## config.mk

```make
export PLATFORM = sky130hd
export DESIGN_NAME = rf_init_sequencer_flat
export DESIGN_NICKNAME = d
export VERILOG_FILES = /design/src/rtl/rf_init_sequencer_pkg.sv /design/src/rtl/rf_init_sequencer_if.sv /design/src/rtl/rf_init_sequencer_wait_timer.sv /design/src/rtl/rf_init_sequencer.sv /design/src/flat_wrapper.sv
export SDC_FILE = /design/constraint.sdc
export NUM_CORES = 1
export LEC_CHECK = 0
export ABC_AREA = 1
export ABC_CLOCK_PERIOD_IN_PS = 1620
export BUFFER_PORTS_ARGS = -buffer_cell sky130_fd_sc_hd__buf_4
export CAP_MARGIN = 5
export CORE_MARGIN = 5
export CORE_UTILIZATION = 38
export CTS_CLUSTER_SIZE = 16
export DETAILED_ROUTE_END_ITERATION = 7
export PLACE_DENSITY = 0.64
export SETUP_SLACK_MARGIN = 0.1
export SYNTH_ARGS = -nofsm -noshare
export SYNTH_HDL_FRONTEND = slang
export SYNTH_SLANG_ARGS = --single-unit
```

## constraint.sdc

```tcl
create_clock -name clk -period 1.62 [get_ports clk]
set_input_delay 0.324 -clock clk [delete_from_list [all_inputs] [get_ports clk]]
set_output_delay 0.324 -clock clk [all_outputs]
set_load 0.02 [all_outputs]
```

## src/rtl/rf_init_sequencer_pkg.sv

```systemverilog
// Shared types and constants for the RF power-up / register-init sequencer.
package rf_init_pkg;

  typedef enum logic [2:0] {
    IDLE,
    HOLD_RST,
    WAIT_PRE,
    WAIT_POST,
    FETCH,
    LOAD,
    PRESENT,
    DONE
  } state_e;

  // Command word layout: [23:8] register address, [7:0] register data.
  localparam int unsigned CMD_ADDR_MSB = 23;
  localparam int unsigned CMD_ADDR_LSB = 8;
  localparam int unsigned CMD_DATA_MSB = 7;

  localparam logic [23:0] CMD_TERMINATOR = 24'hFF_FFFF;

  localparam int unsigned DEF_NUM_CMDS     = 368;
  localparam int unsigned DEF_RESET_CYCLES = 2000;
  localparam int unsigned DEF_READY_WAIT   = 200;
  localparam int unsigned DEF_CMD_W        = 24;
  localparam int unsigned DEF_ADDR_W       = 9;

  // Wait counter only has to hold N-1 of the longer wait.
  function automatic int unsigned wait_cnt_width(input int unsigned a,
                                                 input int unsigned b);
    int unsigned m;
    m = (a > b) ? a : b;
    return (m < 2) ? 1 : $clog2(m);
  endfunction

endpackage

```

## src/rtl/rf_init_sequencer_if.sv

```systemverilog
// Command handshake between the init sequencer and the SPI shifter.
interface rf_cmd_if #(
  parameter int unsigned CMD_W = 24
);
  logic             cmd_valid;
  logic [CMD_W-1:0] cmd_data;
  logic             cmd_ready;

  modport master (output cmd_valid, output cmd_data, input  cmd_ready);
  modport slave  (input  cmd_valid, input  cmd_data, output cmd_ready);
endinterface

```

## src/rtl/rf_init_sequencer_wait_timer.sv

```systemverilog
// Loadable down-counter; expired_o is high while the count sits at zero.
module wait_timer #(
  parameter int unsigned W = 8
) (
  input  logic         clk,
  input  logic         rst_n,
  input  logic         load_i,
  input  logic [W-1:0] load_val_i,
  output logic         expired_o
);

  logic [W-1:0] cnt_q, cnt_d;

  always_comb begin
    cnt_d = cnt_q;
    if (load_i) begin
      cnt_d = load_val_i;
    end else if (cnt_q != '0) begin
      cnt_d = cnt_q - 1'b1;
    end
  end

  always_ff @(posedge clk or negedge rst_n) begin
    if (!rst_n) begin
      cnt_q <= '0;
    end else begin
      cnt_q <= cnt_d;
    end
  end

  assign expired_o = (cnt_q == '0);

endmodule

```

## src/rtl/rf_init_sequencer.sv

```systemverilog
// RF chip bring-up sequencer: XRESET/XREADY timing, then streams the
// register-init ROM to the SPI shifter one command at a time.
module rf_init_sequencer
  import rf_init_pkg::*;
#(
  parameter int unsigned NUM_CMDS     = DEF_NUM_CMDS,
  parameter int unsigned RESET_CYCLES = DEF_RESET_CYCLES,
  parameter int unsigned READY_WAIT   = DEF_READY_WAIT,
  parameter int unsigned CMD_W        = DEF_CMD_W,
  parameter int unsigned ADDR_W       = DEF_ADDR_W
) (
  input  logic              clk,
  input  logic              reset,
  input  logic              start,
  output logic [ADDR_W-1:0] rom_addr,
  input  logic [CMD_W-1:0]  rom_data,
  output logic              xreset,
  output logic              xready,
  rf_cmd_if.master          cmd,
  output logic              busy,
  output logic              done,
  output logic [ADDR_W:0]   cmd_count
);

  localparam int unsigned WAIT_W = wait_cnt_width(RESET_CYCLES, READY_WAIT);
  localparam logic [WAIT_W-1:0] RST_LOAD = WAIT_W'(RESET_CYCLES - 1);
  localparam logic [WAIT_W-1:0] RDY_LOAD = WAIT_W'(READY_WAIT - 1);
  localparam logic [ADDR_W:0]   CMD_LAST = (ADDR_W + 1)'(NUM_CMDS);
  localparam logic [CMD_W-1:0]  TERM     = CMD_W'(CMD_TERMINATOR);

  state_e              state_q, state_d;
  logic [ADDR_W-1:0]   idx_q, idx_d;
  logic [ADDR_W:0]     cnt_q, cnt_d;
  logic [CMD_W-1:0]    data_q, data_d;
  logic [ADDR_W:0]     idx_inc;
  logic                tmr_load;
  logic [WAIT_W-1:0]   tmr_val;
  logic                tmr_expired;

  wait_timer #(
    .W (WAIT_W)
  ) u_wait_timer (
    .clk        (clk),
    .rst_n      (reset),
    .load_i     (tmr_load),
    .load_val_i (tmr_val),
    .expired_o  (tmr_expired)
  );

  assign idx_inc = {1'b0, idx_q} + 1'b1;

  always_comb begin
    state_d  = state_q;
    idx_d    = idx_q;
    cnt_d    = cnt_q;
    data_d   = data_q;
    tmr_load = 1'b0;
    tmr_val  = RST_LOAD;
    unique case (state_q)
      IDLE, DONE: begin
        if (start) begin
          state_d  = HOLD_RST;
          cnt_d    = '0;
          tmr_load = 1'b1;
          tmr_val  = RST_LOAD;
        end
      end
      HOLD_RST: begin
        if (tmr_expired) begin
          state_d  = WAIT_PRE;
          tmr_load = 1'b1;
          tmr_val  = RDY_LOAD;
        end
      end
      WAIT_PRE: begin
        if (tmr_expired) begin
          state_d  = WAIT_POST;
          tmr_load = 1'b1;
          tmr_val  = RDY_LOAD;
        end
      end
      WAIT_POST: begin
        if (tmr_expired) begin
          state_d = FETCH;
          idx_d   = '0;
        end
      end
      FETCH: begin
        state_d = LOAD;
      end
      LOAD: begin
        // Terminator ends the run without ever reaching cmd_data.
        if (rom_data == TERM) begin
          state_d = DONE;
        end else begin
          data_d  = rom_data;
          state_d = PRESENT;
        end
      end
      PRESENT: begin
        if (cmd.cmd_ready) begin
          if (cnt_q != CMD_LAST) begin
            cnt_d = cnt_q + 1'b1;
          end
          if (idx_inc == CMD_LAST) begin
            state_d = DONE;
          end else begin
            idx_d   = idx_inc[ADDR_W-1:0];
            state_d = FETCH;
          end
        end
      end
      default: begin
        state_d = IDLE;
      end
    endcase
  end

  always_ff @(posedge clk or negedge reset) begin
    if (!reset) begin
      state_q <= IDLE;
      idx_q   <= '0;
      cnt_q   <= '0;
      data_q  <= '0;
    end else begin
      state_q <= state_d;
      idx_q   <= idx_d;
      cnt_q   <= cnt_d;
      data_q  <= data_d;
    end
  end

  always_comb begin
    xreset = 1'b1;
    xready = 1'b1;
    busy   = 1'b1;
    done   = 1'b0;
    unique case (state_q)
      IDLE: begin
        xreset = 1'b0;
        xready = 1'b0;
        busy   = 1'b0;
      end
      HOLD_RST: begin
        xreset = 1'b0;
        xready = 1'b0;
      end
      WAIT_PRE: begin
        xready = 1'b0;
      end
      DONE: begin
        busy = 1'b0;
        done = 1'b1;
      end
      default: begin
        xreset = 1'b1;
      end
    endcase
  end

  assign cmd.cmd_valid = (state_q == PRESENT);
  assign cmd.cmd_data  = data_q;
  assign rom_addr      = idx_q;
  assign cmd_count     = cnt_q;

endmodule

```

## src/flat_wrapper.sv

```systemverilog
// flat-port wrapper written by rule: the top's interface ports become plain ports
module rf_init_sequencer_flat import rf_init_pkg::*;
#(
  parameter int unsigned NUM_CMDS     = DEF_NUM_CMDS,
  parameter int unsigned RESET_CYCLES = DEF_RESET_CYCLES,
  parameter int unsigned READY_WAIT   = DEF_READY_WAIT,
  parameter int unsigned CMD_W        = DEF_CMD_W,
  parameter int unsigned ADDR_W       = DEF_ADDR_W
)
  (clk, reset, start, rom_addr, rom_data, xreset, xready, busy, done, cmd_count, cmd_cmd_valid, cmd_cmd_data, cmd_cmd_ready);
  rf_cmd_if #(.CMD_W(CMD_W)) cmd_i ();
  input  logic clk;
  input  logic reset;
  input  logic start;
  output logic [ADDR_W-1:0] rom_addr;
  input  logic [CMD_W-1:0] rom_data;
  output logic xreset;
  output logic xready;
  output logic busy;
  output logic done;
  output logic [ADDR_W:0] cmd_count;
  output wire logic [$bits(cmd_i.cmd_valid)-1:0] cmd_cmd_valid;
  output wire logic [$bits(cmd_i.cmd_data)-1:0] cmd_cmd_data;
  input wire logic [$bits(cmd_i.cmd_ready)-1:0] cmd_cmd_ready;
  assign cmd_cmd_valid = cmd_i.cmd_valid;
  assign cmd_cmd_data = cmd_i.cmd_data;
  assign cmd_i.cmd_ready = cmd_cmd_ready;
  rf_init_sequencer #(.NUM_CMDS(NUM_CMDS), .RESET_CYCLES(RESET_CYCLES), .READY_WAIT(READY_WAIT), .CMD_W(CMD_W), .ADDR_W(ADDR_W)) u_core (.clk(clk), .reset(reset), .start(start), .rom_addr(rom_addr), .rom_data(rom_data), .xreset(xreset), .xready(xready), .cmd(cmd_i), .busy(busy), .done(done), .cmd_count(cmd_count));
endmodule
```

==> flow_metrics.env <==
export IMPL_slew_violations=0
export IMPL_first_iter_violations=107
export IMPL_drive_gt1_share_pct=45.47
export IMPL_fmax_mhz=600.8
export IMPL_placed_cells=650
export IMPL_cts_htree_levels=3
export IMPL_critPathKind="flop to flop"
export IMPL_routed_wl_um=9039
export IMPL_min_period_ns=1.664
export IMPL_coreArea_um2=8175
export IMPL_startpoint="u_core.rom_addr[0]"
export IMPL_initial_core_util_pct=38.84
export IMPL_grt_setup_unrepaired="yes"
export IMPL_hold_class="input pin to async pin"
export IMPL_drt_vias_per_instance=4.771
export IMPL_clkPwrFrac_pct=17.7
export IMPL_clkTransAtPathRegs_ns=0.07
export IMPL_yosysUniqueCellTypes=31
export IMPL_cp_end_kind="flop"
export IMPL_startpoint_type="flop"
export IMPL_worst_slew_pin_transition_ns=0.6293
export IMPL_dpl_hpwl_um=6274
export IMPL_ant_nets=0
export IMPL_final_common_cell="nand2_1"
export IMPL_combPwrFrac_pct=54.6
export IMPL_required_ns=1.84
export IMPL_antenna_found_initial=0
export IMPL_ys_flop_type="dfrtp_1"
export IMPL_grt_max_degree=49
export IMPL_track_usage_pct=17.64
export IMPL_area_sequential_um2=1434
export IMPL_arrival_ns=1.89
export IMPL_final_cell_mix="140 x nand2_1, 131 x buf_4, 51 x dfrtp_1"
export IMPL_num_nets_final=613
export IMPL_syn_nets=463
export IMPL_drtPass1Iterations=6
export IMPL_wl_met2_um=4414
export IMPL_cts_buffers=9
export IMPL_multiInputGateArea_um2=1901
export IMPL_cts_root_buffer="clkbuf_8"
export IMPL_power_density_nw_per_um2=1618
export IMPL_pre_cts_ws_ns=-0.01853
export IMPL_synth_edf_count=0
export IMPL_wl_per_cell_um=13.10
export IMPL_final_util_pct=61.63
export IMPL_swShare_pct=42.36
export IMPL_ir_worst_vdd_v=0.0009490
export IMPL_run_status="finished with violations"
export IMPL_synth_area_um2=3176
export IMPL_dieArea_um2=10290
export IMPL_skew_ns=0.005314
export IMPL_fin_cells=690
export IMPL_hold_ws_ns=-0.003776
export IMPL_insertion_delay_ns=0.33
export IMPL_fin_crit_sh_pct=102.7
export IMPL_p_leak_nw=2.558
export IMPL_die_height_um=101.4
export IMPL_cp_max_fo=5
export IMPL_grt_pass1_wl_um=14630
export IMPL_place_congestion=0.8680
export IMPL_maxCapViolations=0
export IMPL_r2r_start="u_core.rom_addr[0]"
export IMPL_timing_final_ws_setup_ns=-0.04449
export IMPL_area_delta_synth_final_pct=58.67
export IMPL_switching_power_mw=3.454
export IMPL_cts_path_max_buffers=2
export IMPL_wl_met3_um=610
export IMPL_internal_power_mw=4.700
export IMPL_die_w_um=101.4
export IMPL_grt_pass1_vias=3285
export IMPL_hold_viol=2
export IMPL_synthArstFlopShare_pct=100.0
export IMPL_finalSetupViolCount=12
export IMPL_total_power_mw=8.154
export IMPL_via_count=3292
export IMPL_grt_ovfl_total=0
export IMPL_synth_seq_cells=57
export IMPL_n_antenna_cell=0
export IMPL_syn_avg_cell_area_um2=7.385
export IMPL_drc=0
export IMPL_cts_tree="yes"
export IMPL_maxSlewHeadroom_pct=58.05
export IMPL_ys_seq_area_share_pct=44.92
export IMPL_portBuffers=75
export IMPL_io_pins=76
export IMPL_ys_warn_count=0
export IMPL_tns_ns=-0.3293
export IMPL_seq_power_share_pct=27.7
export IMPL_fillerInstances=676
export IMPL_clkSinkCount=57
export IMPL_violations="negative hold slack, negative setup slack"
export IMPL_m1WireLength_um=3882
export IMPL_highest_layer="met4"
export IMPL_synth_cells=430
export IMPL_row_count=33
cell usage after synthesis, drive strengths merged, types with 2 or more instances:
master,n,area (um2)
inv,42,157.7
nand2,167,641.9
ha,5,62.56
nand4,3,18.77
clkbuf,5,18.77
nor3,5,25.02
buf,5,40.04
a21oi,9,48.80
o21bai,2,15.01
o21ai,18,127.6
nand3,52,287.8
dfrtp,57,1426
nor2,46,190.2
xor2,8,70.07
xnor2,2,17.52
flip-flops by register name (all words and copies together) (netlist names):
signal,count
u_core.u_wait_timer.cnt_q,11
u_core.rom_addr,9
u_core.cmd_count,10
u_core.cmd.cmd_data,24
u_core.state_q,3
cell type report:
| type | count | share of cell area, % |
|---|---|---|
| clock buffers | 10 | 2.533 |
| clock inverters | 6 | 1.639 |
| inverters | 42 | 3.328 |
| multi-input cells | 321 | 37.72 |
| flip-flops and latches | 57 | 28.46 |
| well taps | 105 | 2.607 |
| repair buffers | 149 | 23.72 |
per-stage QoR:
stage	hold WS (ns)	instance area, um2
after floorplan	0.02841	3217
after global placement	0.3918	4240
after detailed placement	0.3916	4240
after CTS	0.02682	4638
after global routing	0.05604	5039
final	-0.003776	5039
path summary, 6_finish.rpt:
check                                     endpoint  slack [ns]  depth (start not counted)
max reg2reg                     u_core.rom_addr[1]       -0.04                         10
max in group asynchronous   u_core.cmd.cmd_data[6]        1.05                          2
min in group clk            u_core.cmd.cmd_data[0]        0.23                          3
max                             u_core.rom_addr[1]       -0.04                         10
min                        u_core.cmd.cmd_data[23]      -0.004                          1
min reg2reg                u_core.cmd.cmd_data[17]        0.47                          2
per-layer routing:
layer  GRT usage (%)  vias to the layer above
met5               0                        -
met4           6.646                        0
met3           5.372                       14
met2           29.23                       77
met1           21.62                     1550
li1                -                     1651
power groups by stage:
stage	sequential (mW)	clock (mW)	combinational, mW
floorplan	2.57	0	1.68
global placement	2.18	0	3.54
detailed placement	2.20	0	3.63
CTS	2.23	1.47	3.85
global route	2.32	1.55	4.84
finish	2.26	1.44	4.45
what timing repair did:
item	CTS	global route
hold buffers	0	0
gates resized for setup	37	78
pin swaps	18	21
buffers inserted	9	16
hold endpoints to repair	0	0
endpoints found under the setup margin	19	36
worst max-delay path: stages (launching register included):
cell and delay, ns:
dfrtp_2 0.44, ha_4 0.19, nor2_4 0.11, nor2_1 0.05, nor2_1 0.16, o21ai_2 0.10, nor2_4 0.13, nand3_4 0.11
buf_6 0.15, nand3_2 0.06, nand2_1 0.05
logic make-up after synthesis:
logic type / Yosys count / share of synthesized area (%)
AO/OA/AOI/OAI: 31 / 6.502
XOR/XNOR: 10 / 2.758
adder cells (fa/ha/maj): 5 / 1.970
buffers and inverters: 52 / 6.816
flip-flops: 57 / 44.92
AND/OR/NAND/NOR: 275 / 37.04
Note: power is estimated with default switching activity, not from simulation.
